<file path="config.mk">
export PLATFORM = sky130hd
export DESIGN_NAME = m_prog_loader
export DESIGN_NICKNAME = d
export VERILOG_FILES = /design/src/rtl/m_prog_loader_pkg.sv /design/src/rtl/m_byte_packer.sv /design/src/rtl/m_prog_loader.sv
export SDC_FILE = /design/constraint.sdc
export NUM_CORES = 1
export LEC_CHECK = 0
export BUFFER_PORTS_ARGS = -buffer_cell sky130_fd_sc_hd__buf_4
export CORE_MARGIN = 2
export CORE_UTILIZATION = 45
export DETAILED_ROUTE_END_ITERATION = 7
export SYNTH_ARGS = -nofsm -noshare
export SYNTH_HDL_FRONTEND = slang
export SYNTH_HIERARCHICAL = 1
export SYNTH_SLANG_ARGS = --single-unit
</file>
<file path="constraint.sdc">
create_clock -name w_clk -period 3.2 [get_ports w_clk]
set_input_delay 0.16 -clock w_clk [delete_from_list [all_inputs] [get_ports w_clk]]
set_output_delay 0.16 -clock w_clk [all_outputs]
set_load 0.01 [all_outputs]
</file>
<file path="src/rtl/m_prog_loader_pkg.sv">
// Shared types and constants for the byte-stream program loader.
package m_prog_loader_pkg;

    typedef enum logic [2:0] {
        IDLE,
        LEN_LO,
        LEN_HI,
        DATA,
        CSUM,
        RUN,
        ERR
    } ldr_state_e;

    localparam logic [7:0] HDR_BYTE   = 8'hA5;
    localparam int         LDR_ADDR_W = 12;
    localparam logic [16:0] MAX_LEN   = 17'd1 << LDR_ADDR_W;

    // Largest legal word count for a memory of 2^addr_w words.
    function automatic logic [16:0] max_len(input int addr_w);
        return 17'd1 << addr_w;
    endfunction

endpackage

</file>
<file path="src/rtl/m_byte_packer.sv">
// Packs a byte stream into little-endian 32-bit words; word_done_o fires
// combinationally with the strobe of every 4th byte.
module m_byte_packer (
    input  logic        w_clk,
    input  logic        w_rst_n,
    input  logic        clr_i,
    input  logic        strobe_i,
    input  logic [7:0]  byte_i,
    output logic [31:0] word_o,
    output logic        word_done_o
);

    logic [1:0]  cnt_q, cnt_d;
    // Only the first three bytes need storing; the fourth is taken live.
    logic [23:0] sr_q, sr_d;

    always_comb begin
        cnt_d = cnt_q;
        sr_d  = sr_q;
        if (clr_i) begin
            cnt_d = 2'd0;
            sr_d  = 24'd0;
        end else if (strobe_i) begin
            cnt_d = cnt_q + 2'd1;
            sr_d  = {byte_i, sr_q[23:8]};
        end
    end

    always_ff @(posedge w_clk or negedge w_rst_n) begin
        if (!w_rst_n) begin
            cnt_q <= 2'd0;
            sr_q  <= 24'd0;
        end else begin
            cnt_q <= cnt_d;
            sr_q  <= sr_d;
        end
    end

    assign word_o      = {byte_i, sr_q};
    assign word_done_o = strobe_i && (cnt_q == 2'd3);

endmodule

</file>
<file path="src/rtl/m_prog_loader.sv">
// Framed byte-stream loader for the instruction memory; releases the processor
// once a full frame is stored. Define LOADER_CSUM_EN to expect a checksum byte.
module m_prog_loader
    import m_prog_loader_pkg::*;
#(
    parameter int ADDR_W = 12,
    parameter int DATA_W = 32
) (
    input  logic              w_clk,
    input  logic              w_rst_n,
    input  logic              w_rx_valid,
    input  logic [7:0]        w_rx_data,
    output logic              w_rx_ready,
    output logic              w_imem_we,
    output logic [ADDR_W-1:0] w_imem_addr,
    output logic [DATA_W-1:0] w_imem_wdata,
    output logic              w_proc_ce,
    output logic              w_busy,
    output logic              w_err
);

    ldr_state_e        state_q, state_d;
    logic [15:0]       len_q, len_d;
    logic [16:0]       cnt_q, cnt_d;
    logic              last_q, last_d;
    logic              ready_q, ready_d;
    logic              we_q, we_d;
    logic [ADDR_W-1:0] addr_q, addr_d;
    logic [DATA_W-1:0] wdata_q, wdata_d;
    logic              ce_q, ce_d;
    logic              busy_q, busy_d;
    logic              err_q, err_d;
`ifdef LOADER_CSUM_EN
    logic [7:0]        sum_q, sum_d;
`endif

    logic        xfer;
    logic        pk_clr, pk_stb, pk_done;
    logic [31:0] pk_word;
    logic [15:0] len_full;

    assign xfer     = w_rx_valid && ready_q;
    assign len_full = {w_rx_data, len_q[7:0]};

    m_byte_packer u_packer (
        .w_clk       (w_clk),
        .w_rst_n     (w_rst_n),
        .clr_i       (pk_clr),
        .strobe_i    (pk_stb),
        .byte_i      (w_rx_data),
        .word_o      (pk_word),
        .word_done_o (pk_done)
    );

    always_comb begin
        state_d = state_q;
        len_d   = len_q;
        cnt_d   = cnt_q;
        last_d  = last_q;
        we_d    = 1'b0;
        addr_d  = addr_q;
        wdata_d = wdata_q;
        pk_clr  = 1'b0;
        pk_stb  = 1'b0;
`ifdef LOADER_CSUM_EN
        sum_d   = sum_q;
`endif
        case (state_q)
            IDLE: begin
                if (xfer && w_rx_data == HDR_BYTE) state_d = LEN_LO;
            end
            LEN_LO: begin
                if (xfer) begin
                    len_d[7:0] = w_rx_data;
                    state_d    = LEN_HI;
                end
            end
            LEN_HI: begin
                if (xfer) begin
                    len_d = len_full;
                    if (len_full == 16'd0 || {1'b0, len_full} > max_len(ADDR_W)) begin
                        state_d = ERR;
                    end else begin
                        cnt_d   = 17'd0;
                        last_d  = 1'b0;
                        pk_clr  = 1'b1;
`ifdef LOADER_CSUM_EN
                        sum_d   = 8'd0;
`endif
                        state_d = DATA;
                    end
                end
            end
            DATA: begin
                if (xfer) begin
                    pk_stb = 1'b1;
`ifdef LOADER_CSUM_EN
                    sum_d  = sum_q + w_rx_data;
`endif
                    if (pk_done) begin
                        we_d    = 1'b1;
                        addr_d  = cnt_q[ADDR_W-1:0];
                        wdata_d = pk_word;
                        cnt_d   = cnt_q + 17'd1;
                        last_d  = (cnt_q + 17'd1) == {1'b0, len_q};
                    end
                end else if (we_q && last_q) begin
                    // Frame body ends on the write cycle of the final word.
`ifdef LOADER_CSUM_EN
                    state_d = CSUM;
`else
                    state_d = RUN;
`endif
                end
            end
`ifdef LOADER_CSUM_EN
            CSUM: begin
                if (xfer) state_d = (8'(sum_q + w_rx_data) == 8'd0) ? RUN : ERR;
            end
`endif
            RUN, ERR: begin
                if (xfer && w_rx_data == HDR_BYTE) state_d = LEN_LO;
            end
            default: state_d = IDLE;
        endcase
    end

    // Outputs are registered from the next state so they change one cycle
    // after the byte that caused them.
    assign ready_d = !(pk_stb && pk_done);
    assign ce_d    = (state_d == RUN);
    assign err_d   = (state_d == ERR);
    assign busy_d  = (state_d == LEN_LO) || (state_d == LEN_HI) ||
                     (state_d == DATA)   || (state_d == CSUM);

    always_ff @(posedge w_clk or negedge w_rst_n) begin
        if (!w_rst_n) begin
            state_q <= IDLE;
            len_q   <= 16'd0;
            cnt_q   <= 17'd0;
            last_q  <= 1'b0;
            ready_q <= 1'b0;
            we_q    <= 1'b0;
            addr_q  <= '0;
            wdata_q <= '0;
            ce_q    <= 1'b0;
            busy_q  <= 1'b0;
            err_q   <= 1'b0;
`ifdef LOADER_CSUM_EN
            sum_q   <= 8'd0;
`endif
        end else begin
            state_q <= state_d;
            len_q   <= len_d;
            cnt_q   <= cnt_d;
            last_q  <= last_d;
            ready_q <= ready_d;
            we_q    <= we_d;
            addr_q  <= addr_d;
            wdata_q <= wdata_d;
            ce_q    <= ce_d;
            busy_q  <= busy_d;
            err_q   <= err_d;
`ifdef LOADER_CSUM_EN
            sum_q   <= sum_d;
`endif
        end
    end

    assign w_rx_ready   = ready_q;
    assign w_imem_we    = we_q;
    assign w_imem_addr  = addr_q;
    assign w_imem_wdata = wdata_q;
    assign w_proc_ce    = ce_q;
    assign w_busy       = busy_q;
    assign w_err        = err_q;

endmodule

</file>
==> results.json, run 1 <==
{
  "htreeDepth": 3,
  "use_met3_pct": 3.70,
  "async_flop_share_pct": 100,
  "drv_cap": 0,
  "maxSlewHeadroom_pct": 40.9,
  "drv_slew": 0,
  "crit_slowest_cell": "nor4_1",
  "drt_first_iter_violations": 241,
  "cts_setup_buffers": 0,
  "instances_no_fill": 730,
  "grt_util_met1_pct": 27.7,
  "dp.cells": 713,
  "dieWidth_um": 113,
  "worst-path-max-fanout": 8,
  "cts_resized": 0,
  "holdWs_ns": 0.0727,
  "postCtsHoldBufs": 1,
  "cp_num_buf_inv": 0,
  "final_nets": 595,
  "netlist_top_cells_count": "nand2_1 (151), dfrtp_1 (112), nor2_1 (44), mux2i_1 (26), o21ai_0 (26)",
  "grt_max_degree": 68,
  "drc_errors": 0,
  "routedWlPerCell_um": 16.8,
  "synth_flop_cell": "dfrtp_1",
  "cts_made_buffers": 9,
  "grt.overflow.total": 0,
  "hold_violations": 0,
  "dr.pass1.iters": 4,
  "drt_wl_total_mm": 12.3,
  "die_area_um2": 12700,
  "synth_top_area_share_pct": 52.6,
  "io_pins": 60,
  "area_growth_pct": 13.6,
  "antenna_found_initial": 0,
  "final_util_pct": 52.7,
  "die_h_um": 113,
  "syn_nets": 556,
  "nFillCells": 1039,
  "period_needed_ns": 2.68,
  "grt_pass1_vias": 3927,
  "cellPowerDensity_nw_per_um2": 732,
  "crit_path_end_kind": "flip-flop",
  "outcome": "completed",
  "start_util_pct": 46.4,
  "finalCritPeriodShare_pct": 83.7,
  "cts_tree": "built",
  "p_total_mw": 4.43,
  "crit_arrival_ns": 2.95,
  "yosysMostFrequentCell": "nand2_1",
  "slowest_delay_ns": 0.54,
  "core.rowCount": 39,
  "hpwl_mm": 8.34,
  "grtUsageMet2_pct": 32.6,
  "clock_skew_ns": 0.00850,
  "placed_area_um2": 5740,
  "hp-start": "w_rx_data[2]",
  "max-vdd-ir-drop_mv": 0.381,
  "ctsRootBufferMaster": "clkbuf_16",
  "gp_congestion": 0.853,
  "clock.fmax_ghz": 0.373,
  "synth-seq-area-share_pct": 52.6,
  "worstSkewPairLatency_ns": 0.36,
  "syn_avg_cell_area_um2": 9.81,
  "synth_edf_count": 0,
  "grt_pass1_wl_mm": 20.5,
  "hp-class": "in -> reg",
  "insertedDiodeCount": 0,
  "coreArea_um2": 11500,
  "crit_family": "simple AND/OR/NAND/NOR gates",
  "synth_area_um2": 5330,
  "yosys_warnings": 6,
  "netlist_instances": 543,
  "clockBufferDepth": 2,
  "busiest_layer": "met2",
  "crit_required_ns": 3.48,
  "drive_above_1_share_pct": 18.4,
  "rsz0062_at_grt": "no",
  "synth_area_leader_cell": "dfrtp_1",
  "synth.area.top_cells": "dfrtp_1 (53%), nand2_1 (11%), mux2i_1 (4.9%)",
  "drtAntennaViolNets": 0,
  "design_area_um2": 6050,
  "finalSetupTns_ns": 0,
  "synth-seq-cells": 112,
  "dpl_worst_slack_ns": 0.512,
  "startpoint": "cnt_q[0]",
  "worst_pin_slew_ns": 0.886,
  "clkSlewWorstSetupHoldPaths_ns": 0.08,
  "path_class": "reg -> reg",
  "layout_setup_ws_ns": 0.521,
  "setup_viol": 0,
  "port_buffers": 59,
  "via_per_inst": 5.43,
  "critPathLaunchType": "flip-flop",
  "vias": 3964,
  "grtUsageTotal_pct": 20.4,
  "crit_chain": "ha_1 -> nand3_1 -> nor4_1 -> xnor2_1 -> o211ai_1 -> or4_1 -> o31ai_2",
  "cts_num_sinks": 112,
  "leakagePower_nw": 2.92,
  "r2r-start": "cnt_q[0]",
  "yosysUniqueCellTypes": 53
}
==> registers in the layout, indices dropped and copies added, names as in the netlist <==
signal          cells
cnt_q              17
len_q              16
w_imem_addr        12
w_err               1
w_proc_ce           1
w_imem_wdata       32
state_q             3
u_packer/sr_q      24
last_q              1
w_busy              1
w_rx_ready          1
u_packer/cnt_q      2
w_imem_we           1
==> cells by family after synthesis <==
group           synth area share (%)
flops                           52.6
mux                             8.27
simple gates                    21.6
compound gates                  7.99
buf+inv                         5.55
fa+ha+maj                      0.470
xor+xnor                        3.45
==> worst reg2reg max path: cells and delay by family, from the launching register on <==
kind	cells	cell delay, ns
compound gates	2	0.29
xor+xnor	1	0.19
fa+ha+maj	1	0.31
flops	1	0.48
simple gates	3	1.34
==> where the power goes <==
| group | switching, mW | internal, mW |
|---|---|---|
| clock | 0.535 | 0.617 |
| combinational | 0.554 | 0.580 |
| sequential | 0.355 | 1.78 |
| total | 1.44 | 2.98 |
==> per-layer routing <==
metal	share of wire [%]	up-vias	wire [um]
li1	-	1902	-
met1	45	1961	5500
met2	49	84	6020
met3	4.1	17	500
met4	1.9	0	238
met5	0	-	0
==> layout by cell type, fill, tap and decap left out, types with 4 or more instances in the layout <==
master     synthesis  final
nand2_1          151    151
dfrtp_1          112    112
buf_4              8     67
nor2_1            44     42
o21ai_0           26     26
mux2i_1           26     26
mux2_2            16     16
xnor2_1           12     12
xor2_1             9      9
clkbuf_16          0      9
nor4_1             8      8
nand3_1            8      8
o31ai_1            8      8
nand4_1            7      7
and2_1             6      6
a31oi_1            5      5
nor3_1             5      5
nor2b_1            5      5
a21oi_1            5      5
inv_1              5      4
==> path summary, 6_finish.rpt <==
check	endpoint	slack, ns	depth (start not counted)
hold / removal	w_imem_wdata[26]	0.07	3
max in group asynchronous	w_imem_wdata[14]	1.87	3
hold reg to reg	w_imem_addr[7]	0.48	2
min in group asynchronous	w_imem_addr[11]	0.45	2
setup / recovery	last_q	0.52	7
setup reg to reg	last_q	0.52	7
==> area by class of cell <==
class	count	area (um^2)	share of cell area [%]
Inverter	5	18.8	0.310
Clock inverter	5	65.1	1.08
Tap cell	143	179	2.96
Multi-Input combinational cell	386	2240	37.0
Sequential cell	112	2800	46.3
Clock buffer	11	233	3.85
Timing Repair Buffer	68	513	8.48
No activity file was read; power rests on OpenSTA's default activity.
==> inputs of run 2 (changes only) <==
--- a/config.mk
+++ b/config.mk
@@ -5,10 +5,12 @@
 export SDC_FILE = /design/constraint.sdc
 export NUM_CORES = 1
 export LEC_CHECK = 0
+export ABC_AREA = 1
 export BUFFER_PORTS_ARGS = -buffer_cell sky130_fd_sc_hd__buf_4
 export CORE_MARGIN = 2
 export CORE_UTILIZATION = 45
 export DETAILED_ROUTE_END_ITERATION = 7
+export PLACE_DENSITY = 0.66
 export SYNTH_ARGS = -nofsm -noshare
 export SYNTH_HDL_FRONTEND = slang
 export SYNTH_HIERARCHICAL = 1
==> constraint.sdc (replaced) <==
create_clock -name w_clk -period 2.35 [get_ports w_clk]
set_input_delay 0.1175 -clock w_clk [delete_from_list [all_inputs] [get_ports w_clk]]
set_output_delay 0.1175 -clock w_clk [all_outputs]
set_load 0.01 [all_outputs]
==> results.json, run 2 <==
{
  "htreeDepth": 3,
  "maxSlewHeadroom_pct": 57.4,
  "clock_skew_ns": 0.0115,
  "dieWidth_um": 113,
  "layout_setup_ws_ns": 0.363,
  "drc_errors": 5,
  "port_buffers": 59,
  "worst-path-max-fanout": 26,
  "finalCritPeriodShare_pct": 84.6,
  "grt.overflow.total": 0,
  "synth_edf_count": 0,
  "outcome": "finished with violations",
  "cts_setup_buffers": 0,
  "largest_reg_flops": 32,
  "final_nets": 716,
  "synth-seq-cells": 112,
  "cts_num_sinks": 112,
  "clock.fmax_ghz": 0.503,
  "final_cell_mix": "nand2_1 (266), dfrtp_1 (112), buf_4 (63)",
  "critPathLaunchType": "flip-flop",
  "yosys_warnings": 6,
  "area_growth_pct": 15.6,
  "routedWlPerCell_um": 14.2,
  "crit_path_end_kind": "flip-flop",
  "grtUsageTotal_pct": 20.0,
  "layout_commonest_cell": "nand2_1",
  "gp_congestion": 0.836,
  "synth.area.top_cells": "dfrtp_1 (52%), nand2_1 (19%), nand3_1 (4.4%)",
  "drt_first_iter_violations": 274,
  "yosysUniqueCellTypes": 30,
  "dr.pass1.iters": 6,
  "netlist_instances": 653,
  "die_h_um": 113,
  "hold_violations": 0,
  "design_area_um2": 6200,
  "vias": 4299,
  "hpwl_mm": 8.42,
  "async_flop_share_pct": 100,
  "drv_cap": 0,
  "drtAntennaViolNets": 0,
  "io_pins": 60,
  "syn_nets": 666,
  "multi_input_area_um2": 2140,
  "drive_above_1_share_pct": 16.7,
  "worstSkewPairLatency_ns": 0.36,
  "drt_wl_total_mm": 12.0,
  "instances_no_fill": 851,
  "dpl_worst_slack_ns": 0.374,
  "rsz0062_at_grt": "no",
  "via_per_inst": 5.05,
  "synth-seq-area-share_pct": 52.3,
  "synth_top_area_share_pct": 52.3,
  "violations": "DRC",
  "setup_viol": 0,
  "hp-class": "in -> reg",
  "leakagePower_nw": 3.36,
  "crit_required_ns": 2.60,
  "nFillCells": 1081,
  "finalSetupTns_ns": 0,
  "cts_made_buffers": 9,
  "synth_area_um2": 5360,
  "clockBufferDepth": 2,
  "cts_tree": "built",
  "worst_pin_slew_ns": 0.638,
  "grt_pass1_vias": 4187,
  "period_needed_ns": 1.99,
  "placed_area_um2": 5850,
  "coreArea_um2": 11500,
  "synth_flop_cell": "dfrtp_1",
  "clkSlewWorstSetupHoldPaths_ns": 0.08,
  "cellPowerDensity_nw_per_um2": 1080,
  "layout.area.seq_um2": 2800,
  "netlist_top_cells_count": "nand2_1 (266), dfrtp_1 (112), inv_1 (52), nand3_1 (47), o21ai_0 (38)",
  "postCtsHoldBufs": 3,
  "grt_pass1_wl_mm": 20.6,
  "core.rowCount": 39,
  "ctsRootBufferMaster": "clkbuf_16",
  "crit_arrival_ns": 2.24,
  "grt_max_degree": 66,
  "antenna_found_initial": 0,
  "die_area_um2": 12800,
  "start_util_pct": 46.6,
  "holdWs_ns": 0.0261,
  "max-vdd-ir-drop_mv": 0.455,
  "synth_area_leader_cell": "dfrtp_1",
  "dp.cells": 832,
  "path_class": "reg -> reg",
  "yosysMostFrequentCell": "nand2_1",
  "cts_resized": 0,
  "syn_avg_cell_area_um2": 8.21,
  "drv_slew": 0,
  "insertedDiodeCount": 0
}
==> run 2: changes by cell type in the layout (fill, tap and decap cells not counted), sizes merged, moves of 13 or more <==
cell | previous run | this run
nand2 | 151 | 268
mux2i | 26 | 0
inv | 7 | 59
o21ai | 26 | 39
mux2 | 16 | 1
nand3 | 8 | 68
==> run 2: critical path, stage by stage (launching register included) <==
cell and delay, ns:
dfrtp_1 0.40, inv_1 0.06, nor2_2 0.15, nand2_1 0.10, nor2_2 0.31, nand3_1 0.20
inv_1 0.26, inv_4 0.21, nand3_1 0.12, nand2_1 0.06
==> run 2: cell type report <==
| class | instances | share of cell area, % |
|---|---|---|
| inverter | 57 | 3.49 |
| clock inverter | 4 | 0.949 |
| sequential | 112 | 45.2 |
| multi-input combinational | 455 | 34.5 |
| tap | 143 | 2.89 |
| timing repair buffer | 68 | 8.76 |
| clock buffer | 12 | 4.14 |
==> run 2: path summary, 6_finish.rpt <==
kind                            cells after the start        startpoint  slack [ns]           endpoint
worst min-delay path                                3      w_rx_data[6]        0.03   w_imem_wdata[30]
worst max-delay path                                9        state_q[1]        0.36  u_packer/sr_q[15]
worst min register to register                      2  u_packer/sr_q[4]        0.48   u_packer/sr_q[4]
worst max register to register                      9        state_q[1]        0.36  u_packer/sr_q[15]
min in group asynchronous                           2           w_rst_n        0.32         state_q[1]
max in group asynchronous                           3           w_rst_n        1.26          cnt_q[11]
==> run 2: cell families (layout without fill, tap and decap cells) <==
group           count (synthesis)  count (layout)  share of synthesized area, %
mux                             1               1                         0.210
compound gates                 55              55                          5.46
buf+inv                        86             141                          7.91
simple gates                  393             393                          32.7
fa+ha+maj                       2               2                         0.467
flops                         112             112                          52.3
xor+xnor                        4               4                         0.934
==> run 2: where the power goes <==
part / switching (mW) / internal [mW] / total, mW / leakage [nW]
Sequential: 0.476 / 2.43 / 2.90 / 1.45
Combinational: 1.41 / 0.751 / 2.16 / 1.75
Clock: 0.720 / 0.900 / 1.62 / 0.155
Total: 2.61 / 4.08 / 6.68 / 3.36
==> run 2: per-layer routing <==
| metal | vias to the layer above | GRT usage [%] | wire (um) |
|---|---|---|---|
| met5 | - | 0 | 0 |
| met4 | 0 | 7.89 | 234 |
| met3 | 18 | 3.16 | 631 |
| met2 | 105 | 29.9 | 5230 |
| met1 | 2007 | 29.4 | 5950 |
| li1 | 2169 | - | - |
==> run 2: metrics by stage <==
step	total power, mW	util, %
6_report	6.68	53.8
5_1_grt	7.19	53.8
4_1_cts	6.71	53.8
3_5_place_dp	5.08	50.8
3_3_place_gp	5.00	50.8
2_1_floorplan	4.48	-
==> inputs of run 3 (changes only) <==
==> constraint.sdc (replaced) <==
create_clock -name w_clk -period 1.8 [get_ports w_clk]
set_input_delay 0.09 -clock w_clk [delete_from_list [all_inputs] [get_ports w_clk]]
set_output_delay 0.09 -clock w_clk [all_outputs]
set_load 0.01 [all_outputs]
==> results.json, run 3 (same netlist as run 2, synthesis figures left out) <==
{
  "worst-path-max-fanout": 4,
  "hold_violations": 0,
  "dieWidth_um": 113,
  "startpoint": "cnt_q[1]",
  "path_class": "reg -> reg",
  "crit_required_ns": 2.09,
  "hpwl_mm": 8.80,
  "cts_num_sinks": 112,
  "setup_viol": 0,
  "final_util_pct": 57.0,
  "area_growth_pct": 22.3,
  "design_area_um2": 6560,
  "maxSlewHeadroom_pct": 66.6,
  "insertedDiodeCount": 0,
  "routedWlPerCell_um": 14.5,
  "leakagePower_nw": 3.51,
  "crit_family": "simple AND/OR/NAND/NOR gates",
  "htreeDepth": 3,
  "r2r_end": "last_q",
  "grt_pass1_vias": 4411,
  "gp_congestion": 0.870,
  "coreArea_um2": 11500,
  "drv_cap": 0,
  "holdWs_ns": 0.00704,
  "period_needed_ns": 1.76,
  "drt_first_iter_violations": 325,
  "worstSkewPairLatency_ns": 0.35,
  "slowest_delay_ns": 0.42,
  "die_h_um": 113,
  "grt_max_degree": 46,
  "r2r-start": "cnt_q[1]",
  "crit_arrival_ns": 2.05,
  "drive_above_1_share_pct": 23.5,
  "grt.overflow.total": 0,
  "drtAntennaViolNets": 0,
  "critPathCapture": "last_q",
  "worst_pin_slew_ns": 0.501,
  "dr.pass1.iters": 7,
  "ff2ff_path_depth": 11,
  "largest_reg_flops": 32,
  "violations": "DRC",
  "rrSetupSlack_ns": 0.04,
  "port_buffers": 59,
  "hp-class": "in -> reg",
  "cp.depth": 11,
  "final_nets": 745,
  "drt_wl_total_mm": 12.7,
  "core.rowCount": 39,
  "crit_chain": "buf_6 -> nand3_1 -> nor2_1 -> nand2_1 -> nand2_1 -> nand2_1 -> a21oi_1 -> nand3_1 -> nor2_1 -> nand2_1 -> nand2_1",
  "drc_errors": 3,
  "antenna_found_initial": 0,
  "cts_made_buffers": 9,
  "critPathLaunchType": "flip-flop",
  "clock.fmax_ghz": 0.569,
  "die_area_um2": 12800,
  "rsz0062_at_grt": "yes",
  "clock_skew_ns": 0.00808,
  "finalCritPeriodShare_pct": 97.7,
  "via_per_inst": 5.06,
  "placed_area_um2": 6050,
  "layout_commonest_cell": "nand2_1",
  "max-vdd-ir-drop_mv": 0.697,
  "clkSlewWorstSetupHoldPaths_ns": 0.07,
  "final_cell_mix": "nand2_1 (255), dfrtp_1 (111), buf_4 (84)",
  "cts_tree": "built",
  "outcome": "finished with violations",
  "cp_num_buf_inv": 1,
  "ctsRootBufferMaster": "clkbuf_16",
  "drv_slew": 0,
  "grt_pass1_wl_mm": 21.1,
  "cellPowerDensity_nw_per_um2": 1440,
  "grtUsageTotal_pct": 20.7,
  "start_util_pct": 46.6,
  "vias": 4454,
  "io_pins": 60,
  "crit_slowest_cell": "dfrtp_1",
  "crit_path_end_kind": "flip-flop",
  "clockBufferDepth": 2,
  "cpMostUsedCell": "nand2_1"
}
## run 3: changes by cell type in the layout (fill, tap and decap cells not counted), moves of 3 or more
cell / previous run / this run
nand3_2: 21 / 24
buf_4: 63 / 84
nand2_2: 2 / 12
nand3_1: 47 / 43
nor2_1: 34 / 29
buf_6: 0 / 5
nor2_4: 4 / 9
nand2_1: 266 / 255
## run 3: tightest hold or removal path, stage by stage
cell     delay, ns
buf_4         0.13
nand2_1       0.06
nand2_1       0.05
## run 3: what timing repair did
item / 4_1_cts / 5_1_grt
endpoints found under the setup margin: 0 / 30
buffers inserted: 0 / 6
endpoints found under the hold margin: 36 / 0
hold buffers: 3 / 0
gates resized for setup: 0 / 40
## run 3: per-stage QoR
step / setup TNS (ns) / power [mW] / instances / worst slack [ns]
2_1_floorplan: 0 / 5.86 / 653 / 0.00416
3_3_place_gp: 0 / 6.86 / 854 / 0.122
3_5_place_dp: 0 / 6.97 / 854 / 0.0584
4_1_cts: 0 / 8.99 / 873 / 0.0316
5_1_grt: -0.0914 / 10.1 / 880 / -0.0914
6_report: 0 / 9.43 / 880 / 0.0416
## run 3: worst min-delay path by stage
stage	end	slack, ns	cells after the start	startpoint
finish	w_imem_wdata[24]	0.007	3	w_rx_data[0]
global route	w_imem_wdata[24]	0.01	3	w_rx_data[0]
CTS	w_imem_wdata[24]	0.004	3	w_rx_data[0]
detailed placement	len_q[15]	0.10	1	w_rst_n
global placement	w_proc_ce	0.09	1	w_rst_n
floorplan	cnt_q[0]	-0.21	0	w_rst_n
## run 3: final cells by class
class	instances	area (um^2)
fill	1051	4960
sequential	112	2800
multi-input combinational	456	2260
timing repair buffer	96	797
clock buffer	10	239
inverter	57	221
tap	143	179
clock inverter	6	58.8
## run 3: power by group
group          total (mW)  switching [mW]  internal (mW)
Clock                1.99           0.973           1.01
Sequential           3.78           0.608           3.17
Combinational        3.67            2.19           1.47
## run 3: per-layer routing
| metal | GRT usage, % | routed length (um) | vias up |
|---|---|---|---|
| li1 | - | - | 2228 |
| met1 | 29.7 | 6000 | 2085 |
| met2 | 32.3 | 5830 | 125 |
| met3 | 3.27 | 672 | 16 |
| met4 | 7.15 | 211 | 0 |
| met5 | 0 | 0 | - |
